### config.mk
export PLATFORM = sky130hd
export DESIGN_NAME = hazard_ctrl
export DESIGN_NICKNAME = d
export VERILOG_FILES = /design/src/rtl/hazard_ctrl.sv
export SDC_FILE = /design/constraint.sdc
export NUM_CORES = 1
export LEC_CHECK = 0
export BUFFER_PORTS_ARGS = -buffer_cell sky130_fd_sc_hd__buf_2
export CAP_MARGIN = 40
export CORE_MARGIN = 4
export CORE_UTILIZATION = 30
export DETAILED_ROUTE_END_ITERATION = 16
export SETUP_SLACK_MARGIN = 0.3
export SLEW_MARGIN = 20
export SYNTH_ARGS = -nofsm -noshare
export SYNTH_HDL_FRONTEND = slang
export SYNTH_SLANG_ARGS = --single-unit
### constraint.sdc
create_clock -name clk -period 2.3 [get_ports clk]
set_input_delay 0.23 -clock clk [delete_from_list [all_inputs] [get_ports clk]]
set_output_delay 0.23 -clock clk [all_outputs]
set_load 0.01 [all_outputs]
### src/rtl/hazard_ctrl.sv
// hazard_ctrl: ID-stage forwarding select, load-use/WB stall, branch flush and debug halt/step control.
module hazard_ctrl (
  input  logic        clk,
  input  logic        reset_n,
  input  logic [4:0]  IF_ID_rs1,
  input  logic [4:0]  IF_ID_rs2,
  input  logic        id_use_rs1,
  input  logic        id_use_rs2,
  input  logic        id_branch,
  input  logic        br_eq,
  input  logic [4:0]  ID_EX_rd,
  input  logic        ID_EX_reg_write,
  input  logic        ID_EX_mem_read,
  input  logic [4:0]  EX_MEM_rd,
  input  logic        EX_MEM_reg_write,
  input  logic [4:0]  MEM_WB_rd,
  input  logic        MEM_WB_reg_write,
  input  logic        dbg_halt,
  input  logic        dbg_step,
  input  logic        cnt_clr,
  output logic        pc_write,
  output logic        IF_ID_write,
  output logic        pc_sel,
  output logic        IF_flush,
  output logic        ctrl_sel,
  output logic [1:0]  forward_comp1,
  output logic [1:0]  forward_comp2,
  output logic        dbg_halted,
  output logic [15:0] stall_cnt,
  output logic [15:0] flush_cnt
);
  typedef enum logic [1:0] {RUN, HALT, STEP} state_t;
  state_t      r_state;
  logic [15:0] r_stall_cnt, r_flush_cnt;
  logic        w_ex1, w_ex2, w_mem1, w_mem2, w_wb1, w_wb2;
  logic        w_hz_ld, w_hz_wb, w_stall, w_active, w_adv, w_flush;
  logic [1:0]  w_fc1, w_fc2;

  assign w_ex1  = ID_EX_reg_write  & (ID_EX_rd  != 5'd0) & id_use_rs1 & (ID_EX_rd  == IF_ID_rs1);
  assign w_ex2  = ID_EX_reg_write  & (ID_EX_rd  != 5'd0) & id_use_rs2 & (ID_EX_rd  == IF_ID_rs2);
  assign w_mem1 = EX_MEM_reg_write & (EX_MEM_rd != 5'd0) & id_use_rs1 & (EX_MEM_rd == IF_ID_rs1);
  assign w_mem2 = EX_MEM_reg_write & (EX_MEM_rd != 5'd0) & id_use_rs2 & (EX_MEM_rd == IF_ID_rs2);
  assign w_wb1  = MEM_WB_reg_write & (MEM_WB_rd != 5'd0) & id_use_rs1 & (MEM_WB_rd == IF_ID_rs1);
  assign w_wb2  = MEM_WB_reg_write & (MEM_WB_rd != 5'd0) & id_use_rs2 & (MEM_WB_rd == IF_ID_rs2);

  assign w_fc1 = (w_ex1 & ~ID_EX_mem_read) ? 2'b01 : w_mem1 ? 2'b10 : 2'b00;
  assign w_fc2 = (w_ex2 & ~ID_EX_mem_read) ? 2'b01 : w_mem2 ? 2'b10 : 2'b00;

  // A WB-only producer stalls because the regfile write is not visible to the same-cycle read.
  assign w_hz_ld  = (w_ex1 | w_ex2) & ID_EX_mem_read;
  assign w_hz_wb  = (w_wb1 & ~w_ex1 & ~w_mem1) | (w_wb2 & ~w_ex2 & ~w_mem2);
  assign w_stall  = w_hz_ld | w_hz_wb;
  assign w_active = r_state != HALT;
  assign w_adv    = w_active & ~w_stall;
  assign w_flush  = w_adv & id_branch & br_eq;

  assign pc_write      = reset_n & w_adv;
  assign IF_ID_write   = reset_n & w_adv;
  assign ctrl_sel      = reset_n & w_adv;
  assign pc_sel        = reset_n & w_flush;
  assign IF_flush      = reset_n & w_flush;
  assign forward_comp1 = reset_n ? w_fc1 : 2'b00;
  assign forward_comp2 = reset_n ? w_fc2 : 2'b00;
  assign dbg_halted    = reset_n & (r_state == HALT);
  assign stall_cnt     = r_stall_cnt;
  assign flush_cnt     = r_flush_cnt;

  always_ff @(posedge clk or negedge reset_n) begin
    if (!reset_n) begin
      r_state     <= RUN;
      r_stall_cnt <= '0;
      r_flush_cnt <= '0;
    end else begin
      case (r_state)
        RUN:     r_state <= dbg_halt ? HALT : RUN;
        HALT:    r_state <= !dbg_halt ? RUN : dbg_step ? STEP : HALT;
        STEP:    r_state <= !dbg_halt ? RUN : w_adv ? HALT : STEP;
        default: r_state <= RUN;
      endcase
      r_stall_cnt <= cnt_clr ? '0 : (w_stall & w_active & ~&r_stall_cnt) ? r_stall_cnt + 16'd1 : r_stall_cnt;
      r_flush_cnt <= cnt_clr ? '0 : (w_flush & ~&r_flush_cnt) ? r_flush_cnt + 16'd1 : r_flush_cnt;
    end
  end
endmodule

==> out/metrics.json <==
{
  "pwr-share-seq_pct": 45.2,
  "drc": 0,
  "maxCapViolCount": 0,
  "place_congestion": 0.799,
  "number_of_setup_violations_in_the_final_report": 12,
  "seq_area_frac_synth_pct": 37.2,
  "synthesized_area_per_cell_um2": 8.40,
  "max_clock_freq_mhz": 415,
  "grt_antenna_before_repair": 0,
  "power.density_cell_area_mw_per_mm2": 374,
  "design.die.area_mm2": 0.00908,
  "cts_root_buffer": "clkbuf_8",
  "port_buffers": 79,
  "routedWlPerCell_um": 14.4,
  "setup_ws_ps": -112,
  "synth_flop_cell": "dfrtp_1",
  "clkPwrFrac_pct": 34.8,
  "timing.final.max_slew_violations": 0,
  "worstPathMaxFanout": 13,
  "hold_class": "input pin to asynchronous set/reset pin",
  "cts_hold_repair.buffers": 0,
  "boundaryPins": 80,
  "route.detailed.vias_per_inst": 5.08,
  "synthCells": 272,
  "outcome": "finished with violations",
  "internal_power_w": 0.000979,
  "clkSinkCount": 34,
  "final_net_count": 446,
  "start_util_pct": 31.2,
  "finish.utilization_pct": 48.8,
  "critPathCaptureType": "register",
  "track_usage_pct": 16.0,
  "area_growth_pct": 56.7,
  "routed_wirelength_um": 7270,
  "die_width_um": 95.3,
  "design.core.area_mm2": 0.00733,
  "grt_max_degree": 22,
  "comb_power_share_pct": 20.0,
  "drive_above_1_share_pct": 43.5,
  "fin_crit_sh_pct": 105,
  "dr.first_iter.drc_count": 80,
  "critical-path-max-stage-delay_ps": 560,
  "htreeDepth": 2,
  "timing_worst_setup_path_type": "register to register",
  "clk_path_buf_depth": 2,
  "synth_cell_type_count": 34,
  "dpl.cell_count": 487,
  "startpoint_type": "register",
  "die_h_um": 95.3,
  "ant_nets": 0,
  "number_of_synthesized_flops_with_an_enable_pin": 0,
  "violations_in_the_final_reports": "negative hold slack, negative setup slack",
  "antennaDiodeCount": 0,
  "rsz_0062_raised_after_global_routing": "true",
  "slew_headroom_pct": 66.9,
  "n_fill_cell": 724,
  "final_cell_mix": "buf_2 (68), buf_4 (51), dfrtp_1 (34), a21oi_1 (23), or3_1 (19)",
  "dp_hpwl_um": 5460,
  "path_cells": "and4_4 -> and4_4 -> nand4_1 -> nand4_1 -> or4_4 -> buf_12 -> or4_1 -> a21oi_1",
  "cts_buffers": 5,
  "clk-insertion-delay-late_ps": 290,
  "timing.critical_path.slowest_stage_cell": "or4_4",
  "async_flop_share_pct": 100,
  "detail_route.first_pass.iterations": 4,
  "fin_hold_ws_ps": -6.74,
  "layout.cells.non_filler": 506,
  "worst_slew_pin_slew_ps": 496,
  "final_common_cell": "buf_2",
  "fin_skew_ps": 6.42,
  "syn_area_mm2": 0.00228,
  "first_global_vias": 2510,
  "timing.final.crit_period_ps": 2410,
  "core.rowCount": 31,
  "cp.arrival_ps": 2630,
  "yosysWarningCount": 0,
  "routed-via-count": 2569,
  "worst_ep_required_time_ps": 2520,
  "switching_power_w": 0.000359,
  "static-leakage-power_nw": 1.63,
  "worst_setup_hold_path_clk_slew_ps": 70,
  "ys_seq_elements": 34,
  "grt_overflow_total": 0,
  "postSynthNetCount": 312,
  "grt_first_pass_wirelength_um": 11600,
  "finalHoldViolCount": 12,
  "power.share.switching_pct": 26.8,
  "vdd_drop_max_v": 0.000148,
  "cts_tree": "yes"
}
-- Yosys cell counts (5+ instances only) --
| cell type | n | area, µm² |
|---|---|---|
| a21oi_1 | 27 | 135 |
| clkbuf_1 | 6 | 22.5 |
| dfrtp_1 | 34 | 851 |
| inv_1 | 8 | 30.0 |
| nand2_1 | 18 | 67.6 |
| nand3_1 | 13 | 65.1 |
| nand4_1 | 15 | 93.8 |
| nor2_1 | 18 | 67.6 |
| nor3_1 | 6 | 30.0 |
| nor4_1 | 5 | 31.3 |
| o21ai_0 | 22 | 110 |
| o31ai_1 | 7 | 52.6 |
| or3_1 | 21 | 131 |
| or4_1 | 7 | 52.6 |
| xnor2_1 | 18 | 158 |
| xor2_1 | 14 | 123 |
-- cell families after synthesis --
logic type	after synthesis	synth area share [%]
XOR/XNOR	32	12.3
flip-flops	34	37.2
adder cells (fa/ha/maj)	2	1.10
buffers and inverters	22	4.60
AO/OA/AOI/OAI	61	14.9
multiplexers	4	1.86
AND/OR/NAND/NOR	117	28.0
-- state kept, by name, indices dropped and copies added, names as in the netlist --
name and count:
flush_cnt 16, stall_cnt 16, r_state 2
-- critical path: cells and delay by family (launching register included) --
kind	cells	cell delay, ps
AND/OR/NAND/NOR	6	1620
AO/OA/AOI/OAI	1	150
buffers and inverters	1	170
flip-flops	1	410
-- final cells by class --
| type | count | area [µm²] | area share (%) |
|---|---|---|---|
| inverters | 8 | 30.0 | 0.839 |
| repair buffers | 141 | 1000 | 28.0 |
| well taps | 99 | 124 | 3.46 |
| multi-input cells | 216 | 1480 | 41.4 |
| clock buffers | 7 | 86.3 | 2.41 |
| flip-flops and latches | 34 | 851 | 23.8 |
| clock inverters | 1 | 5.00 | 0.140 |
-- per-stage QoR --
step	TNS (ps)	setup WS [ps]	instance area [µm²]	total power [W]	hold WS [ps]
after floorplan	-1.81	-1.81	2320	0.000718	-65.6
after global placement	-2980	-228	3160	0.000837	329
after detailed placement	-5690	-331	3160	0.000841	331
after CTS	-493	-101	3460	0.00134	15.8
after global routing	-2480	-207	3580	0.00141	9.31
final	-636	-112	3580	0.00134	-6.74
-- power by group through the flow --
| stage | clock, W | combinational [W] | sequential, W |
|---|---|---|---|
| final | 0.000466 | 0.000268 | 0.000605 |
| after global routing | 0.000511 | 0.000290 | 0.000605 |
| after CTS | 0.000480 | 0.000259 | 0.000605 |
| after detailed placement | 0 | 0.000225 | 0.000616 |
| after global placement | 0 | 0.000221 | 0.000616 |
| after floorplan | 0 | 0.0000994 | 0.000618 |
-- routing by layer --
| layer | global-route usage [%] | up-vias | share of wire [%] |
|---|---|---|---|
| li1 | - | 1265 | - |
| met1 | 18.8 | 1220 | 41 |
| met2 | 28.7 | 75 | 52 |
| met3 | 3.24 | 9 | 5.5 |
| met4 | 5.65 | 0 | 1.7 |
| met5 | 0 | - | 0 |
-- what timing repair did --
item	CTS	global route
gates cloned	1	1
pin swaps	18	23
gates resized for setup	38	25
setup endpoints to repair	37	39
buffers inserted	5	4
-- worst paths after layout --
| kind | startpoint | slack (ps) | cells after the start | endpoint |
|---|---|---|---|---|
| max | flush_cnt[9] | -110 | 8 | flush_cnt[8] |
| min | reset_n | -7 | 2 | flush_cnt[8] |
| max reg2reg | flush_cnt[9] | -110 | 8 | flush_cnt[8] |
| min reg2reg | stall_cnt[15] | 580 | 2 | stall_cnt[15] |
| max in group asynchronous | reset_n | 2050 | 2 | stall_cnt[8] |
| min in group clk | dbg_halt | 180 | 2 | r_state[0] |
(Power assumes the default switching activity.)
